==> config.mk <==
export PLATFORM = sky130hd
export DESIGN_NAME = seg_display_mux
export DESIGN_NICKNAME = d
export VERILOG_FILES = /design/src/rtl/seg_display_mux.sv
export SDC_FILE = /design/constraint.sdc
export NUM_CORES = 1
export LEC_CHECK = 0
export BUFFER_PORTS_ARGS = -buffer_cell sky130_fd_sc_hd__buf_4
export CAP_MARGIN = 10
export CORE_MARGIN = 2
export CORE_UTILIZATION = 58
export DETAILED_ROUTE_END_ITERATION = 10
export MAX_ROUTING_LAYER = met4
export PLACE_DENSITY = 0.84
export SETUP_SLACK_MARGIN = 0.5
export SLEW_MARGIN = 20
export SYNTH_ARGS = -nofsm -noshare
export SYNTH_HDL_FRONTEND = slang
export SYNTH_SLANG_ARGS = --single-unit
==> constraint.sdc <==
create_clock -name clk -period 3.8 [get_ports clk]
set_input_delay 1.14 -clock clk [delete_from_list [all_inputs] [get_ports clk]]
set_output_delay 1.14 -clock clk [all_outputs]
set_load 0.01 [all_outputs]
==> src/rtl/seg_display_mux.sv <==
// seg_display_mux
//   Time-multiplexed 4-digit 7-segment driver for an mm.ss stopwatch.
//   Each digit gets one slot of REFRESH_DIV clk cycles. The first BLANK_CYC
//   cycles of every slot keep all anodes off so the previous digit's
//   segments cannot ghost onto the next anode. Inputs are sampled once per
//   frame, at the last cycle of slot 3, so all four digits come from one
//   coherent minutes/seconds pair.
//
// Ports
//   clk     : rising-edge clock
//   reset   : asynchronous, active-high reset
//   seconds : binary seconds, 0-59 nominal (60-63 shown as dashes)
//   minutes : binary minutes, 0-59 nominal (60-63 shown as dashes)
//   an      : active-low anodes, an[0] = rightmost digit (seconds ones)
//   seg     : active-low cathodes {g,f,e,d,c,b,a}
//   dp      : active-low decimal point, lit on digit 2 (mm.ss)
module seg_display_mux #(
    parameter int REFRESH_DIV = 100000,
    parameter int BLANK_CYC   = 1000
) (
    input  logic       clk,
    input  logic       reset,
    input  logic [5:0] seconds,
    input  logic [5:0] minutes,
    output logic [3:0] an,
    output logic [6:0] seg,
    output logic       dp
);
    localparam int            CW     = (REFRESH_DIV > 2) ? $clog2(REFRESH_DIV) : 1;
    localparam logic [CW-1:0] TC_V   = CW'(REFRESH_DIV - 1);
    localparam logic [CW-1:0] BLANK_V = CW'(BLANK_CYC);

    logic [CW-1:0] cnt;
    logic [1:0]    idx;
    logic [5:0]    snap_s, snap_m;
    logic          tc, blank;

    assign tc = (cnt == TC_V);

    // With BLANK_CYC = 0 the comparison would be constant-false; make that explicit.
    generate
        if (BLANK_CYC == 0) begin : g_noblank
            assign blank = 1'b0;
        end else begin : g_blank
            assign blank = (cnt < BLANK_V);
        end
    endgenerate

    // Refresh counter, digit index and frame snapshot.
    always_ff @(posedge clk or posedge reset) begin
        if (reset) begin
            cnt    <= '0;
            idx    <= 2'd0;
            snap_s <= 6'd0;
            snap_m <= 6'd0;
        end else if (tc) begin
            cnt <= '0;
            idx <= idx + 2'd1;
            if (idx == 2'd3) begin
                snap_s <= seconds;
                snap_m <= minutes;
            end
        end else begin
            cnt <= cnt + CW'(1);
        end
    end

    function automatic logic [6:0] seg_of(input logic [3:0] d);
        case (d)
            4'd0:    seg_of = 7'h40;
            4'd1:    seg_of = 7'h79;
            4'd2:    seg_of = 7'h24;
            4'd3:    seg_of = 7'h30;
            4'd4:    seg_of = 7'h19;
            4'd5:    seg_of = 7'h12;
            4'd6:    seg_of = 7'h02;
            4'd7:    seg_of = 7'h78;
            4'd8:    seg_of = 7'h00;
            4'd9:    seg_of = 7'h10;
            default: seg_of = 7'h7F;
        endcase
    endfunction

    // Next-output decode from the current count/index/snapshot.
    logic [5:0] fld;
    logic [3:0] dig;
    logic [3:0] an_d;
    logic [6:0] seg_d;
    logic       dp_d;

    always_comb begin
        an_d  = 4'hF;
        seg_d = 7'h7F;
        dp_d  = 1'b1;
        fld   = idx[1] ? snap_m : snap_s;
        // Odd index = tens digit of the selected field.
        dig   = idx[0] ? 4'(fld / 6'd10) : 4'(fld % 6'd10);
        if (!blank) begin
            an_d       = 4'hF;
            an_d[idx]  = 1'b0;
            seg_d      = (fld > 6'd59) ? 7'h3F : seg_of(dig);
            dp_d       = (idx != 2'd2);
        end
    end

    always_ff @(posedge clk or posedge reset) begin
        if (reset) begin
            an  <= 4'hF;
            seg <= 7'h7F;
            dp  <= 1'b1;
        end else begin
            an  <= an_d;
            seg <= seg_d;
            dp  <= dp_d;
        end
    end
endmodule

Yosys cells after proc, flatten, opt, wreduce, memory -nomap -nowiden --
Memory sizes are Yosys's and may differ from the RTL's. Index checks and enable logic that the tools add are counted. Widths: inputs -> output; s select.
Word-level totals: ROM bits 112, flip-flop bits (word level) 43, memories kept 1, logic and storage cells 31
Memories:
- (no name shown) | depth 16, width 7, read ports 1, clocked after memory_dff 0, wr ports 0, RTL line 69 | case (d)
Operators by class: add/subtract/negate cells 2, bitwise operators 1, reductions and logical operators 2, div/mod/pow operators 2, equality and inequality tests 3, multiplexer cells 9, $lt $le $gt $ge 4
Operators by type and width (number):
- $add 17x1->17 const B | 1
- $eq 17x17->1 const B | 1
- $lt 17x10->1 const B | 1
- $mux 17 | 1
- $mux 7 | 2
- $mux 4 | 2
- $div 6x4->6 const B | 1
- $gt 6x6->1 const B | 1
- $mod 6x4->6 const B | 1
- $mux 6 | 1
- $not 4->4 | 1
- $lt 2x3->1 const B | 1
- $add 2x1->2 const B | 1
- $demux 1 s2 | 1
- $eq 2x2->1 const B | 1
- $ge 2x1->1 const B | 1
- $mux 1 | 2
- $ne 2x2->1 const B | 1
- $reduce_and 2->1 | 1
- $logic_and 1x1->1 | 1

Depth between registers and ports, before layout --
Gate-level depths: netlist (run 1).
word-level depth 6, mapped depth 16

Worst setup path before layout (run 1) --
No wires, ideal clock.
path kind reg2reg, start reg idx[1], end reg seg[3], arrival 3.174 ns, path slack 0.548 ns, cell stages (with the launch flop) 15, clock period less this slack 3.252 ns, library setup time 0.078 ns, cell sequence dfrtp_1 > buf_6 > mux2_4 > inv_4 > ha_1 > and2b_1 > nor4_1 > nor4_2 > o21ai_2 > o21ai_0 > a21oi_1 > inv_1 > ha_1 > or3_1 > a31o_1
Between the ends: longest elaborated chain between the ends 6
Ends and longest elaborated chain:
- start: declaration | RTL line 34 | logic [1:0] idx;
- start signal: assignment | RTL line 58 | idx <= idx + 2'd1;
- $mux 6 (*) | RTL line 95 | fld = idx[1] ? snap_m : snap_s;
- $mod 6x4->6 / $div 6x4->6 (equally long branches) | RTL line 97 | dig = idx[0] ? 4'(fld / 6'd10) : 4'(fld % 6'd10);
- $mux 4 | RTL line 97
- $mem_v2 16x7
- $mux 7 (*) | RTL line 101 | seg_d = (fld > 6'd59) ? 7'h3F : seg_of(dig);
- $mux 7 (*) | RTL line 98 | if (!blank) begin
- net seg_d[3] | RTL line 88 | logic [6:0] seg_d;
- end signal: assignment | RTL line 113 | seg <= seg_d;
- end: declaration | RTL line 26 | output logic [6:0] seg,
Mark *: on every way through the listed nets, which the timed path passes. The rest lies on a longest branch. A chain may end at the register's enable or synchronous reset.

Worst setup path after layout (run 1) --
start reg idx[1], end reg seg[5]
The elaborated chain is that of the path after synthesis.

==> impl_metrics.yaml, run 1 <==
min_path:
  min_path_type: "register to register"
global_route:
  antenna_found_initial: 0
  first_global_vias: 1583
  grt_start_max_net_pins: 43
  groute.usage.overall_pct: 21.2
  grt_first_pass_wirelength_mm: 7.06
  grt_overflow_total: 0
clocking:
  cts_buffers: 5
  clock_sinks: 42
  h-tree-depth: 2
  clk_latency_ns: 0.30
  cts_tree: "yes"
  cts_root_buf: "clkbuf_8"
  clock_path_buffers: 2
  path_clk_slew_ns: 0.08
  hold_buffers: 0
route:
  totalWireLength_mm: 4.45
  avgViaCountPerCell: 5.66
  drt_iter0_drc: 93
  route.vias.total: 1766
  route.detailed.drc: 0
  detail_route.wl_per_cell_um: 14.3
  firstDrtPassIters: 4
  ant_nets: 0
layout:
  diodes: 0
  layout-drive-gt1-share_pct: 35.9
  fin_area_um2: 2820
  mostFrequentLayoutCell: "buf_4"
  fillers: 297
  final_cell_mix: "buf_4 (37), dfrtp_1 (30), nand2_1 (26)"
  syn_to_final_growth_pct: 17.9
  nNetsFinal: 286
  final_cells: 312
setup_path:
  critPathMaxFanout: 6
  crit_path_end: "seg[5]"
  r2r_end: "seg[5]"
  start_kind: "register"
  critPathCaptureType: "register"
  arrival_ns: 3.49
  path_class: "register to register"
  rrSetupSlack_ns: 0.54
  r2r_start: "idx[1]"
  cp.required_ns: 4.03
  ff2ff_path_depth: 13
  cp-startpoint: "idx[1]"
yosys:
  synth_area_per_cell_um2: 10.7
  synth_seq_area_share_pct: 44.5
  syn_nets: 248
  ys_types: 52
  syn_inst: 223
  syn_area_um2: 2390
  yosys_warnings: 0
  ys_ff_latch: 42
  synth_flop_cell: "dfrtp_1"
  async_flop_share_pct: 100
  synth_edf_count: 0
power_and_ir_drop:
  p_leak_nw: 1.22
  ir_drop_v: 0.000261
  power_density_nw_per_um2: 316
timing:
  hold_viol_final: 0
  setup_viol: 0
  max_freq_mhz: 307
  tightest_slew_ns: 0.511
  rsz0062_at_grt: "true"
  maxSlewHeadroom_pct: 65.9
  fin_skew_ns: 0.00902
  fin_crit_sh_pct: 85.7
  drv_slew: 0
  period_needed_ns: 3.26
  setup_tns_ns: 0
placed_design:
  dp_cells: 295
  io_buffers: 25
  dp_hpwl_mm: 3.10
  dpl_cell_area_um2: 2620
  gp_congestion: 0.982
floorplanning:
  ios: 26
  die_h_um: 68.2
  initial_utilization_pct: 59.8
  core_um2: 4000
  std_cell_rows: 23
  fp.dieW_um: 68.2
  die_area_um2: 4660
job:
  drv_cap: 0
status:
  status: "completed"
flip-flops by register name, summed over array words and instances (netlist names):
signal,count
idx,2
snap_s,6
seg,7
snap_m,6
cnt,17
an,4
timing repair:
item,4_1_cts,5_1_grt
resized for setup,2,8
buffers inserted,2,7
endpoints found under the setup margin,3,7
pin swaps,0,9
cell type report:
cell class | count | area, um^2 | area share, %
Sequential cell | 42 | 1070 | 37.8
Timing Repair Buffer | 37 | 278 | 9.84
Clock buffer | 6 | 72.6 | 2.57
Inverter | 11 | 46.3 | 1.64
Tap cell | 50 | 62.6 | 2.22
Clock inverter | 2 | 13.8 | 0.488
Multi-Input combinational cell | 164 | 1280 | 45.5
worst min-delay path by stage:
stage | start | end | slack, ns | depth (start not counted)
6_report | cnt[0] | cnt[0] | 0.49 | 1
5_1_grt | cnt[13] | cnt[13] | 0.52 | 1
4_1_cts | cnt[0] | cnt[0] | 0.50 | 1
3_5_place_dp | cnt[11] | cnt[11] | 0.48 | 1
3_3_place_gp | cnt[0] | cnt[0] | 0.48 | 1
2_1_floorplan | cnt[0] | cnt[0] | 0.45 | 1
metal layers:
metal  vias up  track usage, %  wire length (um)
met4         0            6.75               102
met3        11            5.43               199
met1       855            26.6              2030
li1        857               -                 -
met2        43            33.9              2120
met5         -               -                 0
report_power, final:
group          total, W  switching [W]  internal [W]  leakage, nW
logic          0.000146      0.0000792     0.0000669        0.671
registers      0.000458     0.00000420      0.000454        0.505
clock network  0.000287       0.000157      0.000130       0.0452
total          0.000891       0.000240      0.000650         1.22
logic make-up after synthesis:
group,Yosys count,synth area share (%)
adder cells (fa/ha/maj),11,5.75
buffers and inverters,17,3.61
XOR/XNOR,16,5.85
AND/OR/NAND/NOR,79,16.9
multiplexers,22,10.9
flip-flops,42,44.5
AO/OA/AOI/OAI,36,12.5
synth_stat cells (2+ instances only):
cell type	n	area share (%)
or3_1	2	0.52
a31oi_1	2	0.52
mux2_4	4	2.5
xor2_1	7	2.6
nor4_2	2	1.0
mux2i_1	4	1.7
a21oi_1	4	0.84
nor2_1	17	2.7
nand3b_1	2	0.63
nor2b_1	2	0.52
dfstp_2	11	12
mux2_2	13	6.1
o211ai_1	2	0.63
a32oi_1	2	0.73
clkbuf_1	2	0.31
a211oi_1	2	0.63
nor4_1	2	0.52
buf_6	2	0.94
nand2_1	26	4.1
xnor2_1	9	3.3
and3_1	5	1.3
nor3_1	5	1.0
a21o_1	2	0.63
nand3_1	10	2.1
dfrtp_1	31	32
o21ai_0	8	1.7
inv_1	9	1.4
a31o_1	2	0.73
ha_1	11	5.8
worst max-delay path, cell delays in order, from the launching register on:
cell and delay (ns):
dfrtp_2 0.44, mux2_4 0.36, inv_6 0.09, ha_4 0.20, and2b_2 0.22, a32oi_1 0.22
o21ai_0 0.20, nor4b_2 0.21, a211oi_1 0.26, o22a_2 0.30, inv_1 0.08, ha_1 0.20
nand3b_1 0.17, a31o_1 0.23
stage by stage:
stage | util [%] | power, W | setup slack, ns | hold slack, ns
3_3_place_gp | 65.6 | 0.000590 | 0.472 | 0.477
2_1_floorplan | - | 0.000563 | 0.548 | 0.448
3_5_place_dp | 65.6 | 0.000593 | 0.373 | 0.484
4_1_cts | 68.3 | 0.000878 | 0.537 | 0.498
5_1_grt | 70.5 | 0.000928 | 0.416 | 0.517
6_report | 70.5 | 0.000891 | 0.542 | 0.491
Power figures use the tool's default switching activity.
==> inputs of run 2 (changes only) <==
- CORE_MARGIN: 2 -> 4
- SETUP_SLACK_MARGIN: 0.5 -> 0.4
==> run 2 against run 1 <==
  * Wire length shrank 2.8%
  * Sequential power is essentially flat
  * Fmax shrank 0.47%
  * Critical endpoint is now seg[3]
  * Combinational power shrank 7%
  * Clock-buffer cell count is the same
  * Power grew 5.7%
  * Largest cell class unchanged
==> impl_metrics.yaml, run 2 (synthesis results as in run 1) <==
clocking:
  clock_sinks: 42
  clock_path_buffers: 2
  cts_buffers: 5
  path_clk_slew_ns: 0.08
  cts_root_buf: "clkbuf_8"
  h-tree-depth: 2
  clk_latency_ns: 0.29
  hold_buffers: 0
  cts_tree: "yes"
setup_path:
  cp.required_ns: 4.02
  arrival_ns: 3.50
  start_kind: "register"
  slowest_stage: "dfrtp_2"
  critPathMaxFanout: 8
  critical_path.max_stage_delay_ns: 0.46
  critPathCaptureType: "register"
  crit_chain: "mux2_4 > inv_4 > ha_1 > and2b_2 > nor4_2 > nor4_2 > o21ai_2 > nor4b_2 > a211oi_1 > o22a_2 > ha_1 > or3_1 > a31o_1"
  path_class: "register to register"
placed_design:
  io_buffers: 25
  dp_hpwl_mm: 3.13
  gp_congestion: 0.928
  dp_cells: 295
job:
  drv_cap: 0
timing:
  maxSlewHeadroom_pct: 65.8
  hold_viol_final: 0
  tightest_slew_ns: 0.499
  fin_crit_sh_pct: 86.2
  setup_viol: 0
  max_freq_mhz: 305
  setup_tns_ns: 0
  drv_slew: 0
  fin_skew_ns: 0.00687
  rsz0062_at_grt: "true"
  period_needed_ns: 3.27
layout:
  mostFrequentLayoutCell: "buf_4"
  fillers: 311
  top_regs: "cnt: 17 flops, seg: 7 flops"
  regArea_um2: 1070
  syn_to_final_growth_pct: 16.3
  final_cells: 307
  layout-drive-gt1-share_pct: 33.5
  nNetsFinal: 281
  diodes: 0
  largest_reg_flops: 17
  top_register: "cnt"
  final_cell_mix: "buf_4 (32), dfrtp_1 (30), nand2_1 (26)"
  multiInputGateArea_um2: 1260
route:
  drt_iter0_drc: 122
  firstDrtPassIters: 5
  detail_route.wl_per_cell_um: 14.1
  ant_nets: 0
  route.detailed.drc: 0
  totalWireLength_mm: 4.33
  avgViaCountPerCell: 5.80
  route.vias.total: 1780
floorplanning:
  die_h_um: 72.2
  ios: 26
  initial_utilization_pct: 59.8
  die_area_um2: 5220
  fp.dieW_um: 72.2
  core_um2: 4000
  std_cell_rows: 23
global_route:
  grt_start_max_net_pins: 43
  first_global_vias: 1672
  grt_first_pass_wirelength_mm: 7.57
  groute.usage.overall_pct: 19.2
  antenna_found_initial: 0
  grt_overflow_total: 0
status:
  status: "completed"
power_and_ir_drop:
  p_leak_nw: 1.20
  power_density_nw_per_um2: 338
  ir_drop_v: 0.000286
min_path:
  min_path_type: "register to register"
run 2: power breakdown:
| part | switching, W | internal, W | total (W) |
|---|---|---|---|
| sequential | 0.00000414 | 0.000454 | 0.000458 |
| combinational | 0.0000743 | 0.0000615 | 0.000136 |
| clock | 0.000152 | 0.000196 | 0.000348 |
run 2: cell type report:
type | instances | area share, %
Clock buffer | 6 | 2.61
Clock inverter | 2 | 1.35
Inverter | 11 | 1.57
Multi-Input combinational cell | 164 | 45.3
Sequential cell | 42 | 38.3
Tap cell | 50 | 2.25
Timing Repair Buffer | 32 | 8.63
run 2: metal layers:
layer	wire length, um	share of wire [%]	vias up	track usage, %
met4	30	0.69	0	8.14
met1	1950	45	852	24.4
li1	-	-	856	-
met5	0	0	-	-
met2	2070	48	70	29.5
met3	284	6.6	2	4.57
run 2: per-stage QoR:
stage | power [W] | setup WS [ns] | cell area [um^2] | utilization, % | hold slack, ns
floorplan | 0.000563 | 0.548 | 2390 | - | 0.448
global placement | 0.000589 | 0.476 | 2620 | 65.6 | 0.474
detailed placement | 0.000592 | 0.316 | 2620 | 65.6 | 0.484
CTS | 0.000945 | 0.445 | 2750 | 68.8 | 0.501
global route | 0.000983 | 0.354 | 2780 | 69.6 | 0.521
finish | 0.000941 | 0.526 | 2780 | 69.6 | 0.501
run 2: path summary, 6_finish.rpt:
| path | start | end | slack (ns) | cells after the start |
|---|---|---|---|---|
| setup / recovery | idx[1] | seg[3] | 0.53 | 13 |
| hold / removal | cnt[13] | cnt[13] | 0.50 | 1 |
| setup reg to reg | idx[1] | seg[3] | 0.53 | 13 |
| hold reg to reg | cnt[13] | cnt[13] | 0.50 | 1 |
| max in group asynchronous | reset | idx[1] | 2.46 | 3 |
| min in group asynchronous | reset | cnt[13] | 0.96 | 3 |
run 2: timing repair:
| action | CTS | global route |
|---|---|---|
| setup buffers | 2 | 2 |
| pin swaps | 0 | 1 |
| setup endpoints to repair | 1 | 7 |
| resized for setup | 1 | 5 |
run 2: critical path: cells and delay by family, from the launching register on:
kind	cells	cell delay, ns
buffers and inverters	1	0.07
and+or+nand+nor	5	1.14
adders and majority gates	2	0.54
AOI/OAI and AO/OA	4	0.72
muxes	1	0.27
DFF	1	0.46
==> inputs of run 3 (changes only) <==
- CAP_MARGIN: 10 -> 20
- RECOVER_POWER: default -> 25
==> run 3 against run 2 <==
  * The run now ends with capacitance limit, slew limit left
  * Design area decreased by 0.13%
  * Worst setup slack improved by 0.0035 ns
  * Cell count did not move
  * Global-route usage stayed put
  * Sequential power barely moved
  * Clock power about the same
==> impl_metrics.yaml, run 3 (synthesis results as in run 1) <==
timing:
  period_needed_ns: 3.27
  fin_skew_ns: 0.00730
  setup_viol: 0
  tightest_slew_ns: 2.11
  hold_ws_ns: 0.501
  fin_crit_sh_pct: 86.1
  timing.final.ws_setup_ns: 0.530
  maxSlewHeadroom_pct: -40.9
  max_freq_mhz: 306
  setup_tns_ns: 0
  rsz0062_at_grt: "true"
  drv_slew: 43
  hold_viol_final: 0
power_and_ir_drop:
  internal_power_w: 0.000711
  power_density_nw_per_um2: 339
  ir_drop_v: 0.000286
  switchingPower_w: 0.000231
  p_clk_share_pct: 37.0
  seq_power_share_pct: 48.6
  p_leak_nw: 1.20
  switching_share_pct: 24.5
  p_comb_share_pct: 14.4
route:
  firstDrtPassIters: 4
  route.detailed.drc: 0
  ant_nets: 0
  drt-met1-wl_mm: 1.96
  avgViaCountPerCell: 5.82
  detail_route.wl_per_cell_um: 14.1
  maxUsedRoutingLayer: "met4"
  drt_iter0_drc: 109
  route.vias.total: 1787
  wl_met3_um: 280
  totalWireLength_mm: 4.32
  wl_met2_mm: 2.04
setup_path:
  slowest_stage: "dfrtp_2"
  arrival_ns: 3.50
  critical_path.max_stage_delay_ns: 0.46
  path_class: "register to register"
  cp.required_ns: 4.02
  r2r_start: "idx[1]"
  r2r_end: "seg[3]"
  start_kind: "register"
  crit_chain: "mux2_4 > inv_4 > ha_1 > and2b_2 > nor4_2 > nor4_2 > o21ai_2 > nor4b_2 > a211oi_1 > o22a_2 > ha_1 > or3_1 > a31o_1"
  critPathCaptureType: "register"
  rrSetupSlack_ns: 0.53
  ff2ff_path_depth: 13
  critPathMaxFanout: 8
clocking:
  clk_latency_ns: 0.30
  cts_buffers: 5
  path_clk_slew_ns: 0.08
  cts_tree: "yes"
  clock_path_buffers: 2
  clock_sinks: 42
  cts_root_buf: "clkbuf_8"
  h-tree-depth: 2
min_path:
  min_to: "cnt[13]"
  min_path_type: "register to register"
  min_from: "cnt[13]"
  whs_path_depth: 1
global_route:
  groute.usage.overall_pct: 19.2
  first_global_vias: 1672
  grt_start_max_net_pins: 43
  grt_overflow_total: 0
  grt_first_pass_wirelength_mm: 7.57
  antenna_found_initial: 0
floorplanning:
  initial_utilization_pct: 59.8
  die_area_um2: 5220
  die_h_um: 72.2
  std_cell_rows: 23
  ios: 26
  core_um2: 4000
  fp.dieW_um: 72.2
placed_design:
  dp_hpwl_mm: 3.13
  gp_congestion: 0.928
  io_buffers: 25
  dpl_cell_area_um2: 2620
  dp_slack_ns: 0.316
  dp_cells: 295
job:
  drv_cap: 1
status:
  status: "finished with violations"
  violations: "capacitance limit, slew limit"
layout:
  fillers: 311
  diodes: 0
  layout-drive-gt1-share_pct: 33.1
  largest_reg_flops: 17
  fin_area_um2: 2780
  top_register: "cnt"
  nNetsFinal: 281
  final_cells: 307
  final_cell_mix: "dfrtp_1 (30), buf_4 (30), nand2_1 (26)"
  top_regs: "cnt: 17 flops, seg: 7 flops"
  syn_to_final_growth_pct: 16.2
==> run 3: cell types whose count changed in the layout (fill, tap and decap cells not counted), sizes merged <==
cell,previous run,this run
buf,32,30
clkbuf,6,8
==> run 3: area by class of cell <==
type	count	area [um^2]	area share (%)
well taps	50	62.6	2.25
flip-flops and latches	42	1070	38.3
multi-input cells	164	1260	45.4
clock inverters	2	37.5	1.35
repair buffers	32	236	8.51
clock buffers	6	72.6	2.61
inverters	11	43.8	1.58
==> run 3: worst max path at each step <==
stage,end,cells past startpoint,from,slack (ns)
2_1_floorplan,seg[3],14,idx[1],0.55
6_report,seg[3],13,idx[1],0.53
4_1_cts,seg[3],13,idx[1],0.45
5_1_grt,idx[1],3,reset,0.21
3_3_place_gp,seg[3],13,idx[1],0.48
3_5_place_dp,seg[3],13,idx[1],0.32
==> run 3: what timing repair did <==
item / 4_1_cts / 5_1_grt
setup buffers: 2 / 2
setup endpoints to repair: 1 / 7
pin swaps: 0 / 1
hold buffers: 0 / 0
gates cloned: 0 / 0
resized for setup: 1 / 5
==> run 3: power by group through the flow <==
| stage | Sequential [W] | Combinational (W) | Clock [W] |
|---|---|---|---|
| 2_1_floorplan | 0.000465 | 0.0000986 | 0 |
| 3_3_place_gp | 0.000466 | 0.000123 | 0 |
| 3_5_place_dp | 0.000466 | 0.000126 | 0 |
| 4_1_cts | 0.000458 | 0.000130 | 0.000357 |
| 5_1_grt | 0.000459 | 0.000150 | 0.000374 |
| 6_report | 0.000458 | 0.000135 | 0.000348 |
==> run 3: stage by stage <==
step | util, % | power (W)
floorplan | - | 0.000563
global placement | 65.6 | 0.000589
detailed placement | 65.6 | 0.000592
CTS | 68.8 | 0.000945
global route | 69.5 | 0.000983
finish | 69.5 | 0.000941
==> run 3: layer usage <==
| layer | up-vias | global-route usage [%] |
|---|---|---|
| met4 | 0 | 8.14 |
| li1 | 857 | - |
| met2 | 65 | 29.5 |
| met1 | 859 | 24.4 |
| met3 | 6 | 4.57 |
| met5 | - | - |
==> run 3: worst max-delay path, delay by kind of cell (launching register included) <==
kind	cells	cell delay, ns
adder cells (fa/ha/maj)	2	0.55
multiplexers	1	0.27
flip-flops	1	0.46
AND/OR/NAND/NOR	5	1.13
AO/OA/AOI/OAI	4	0.72
buffers and inverters	1	0.07
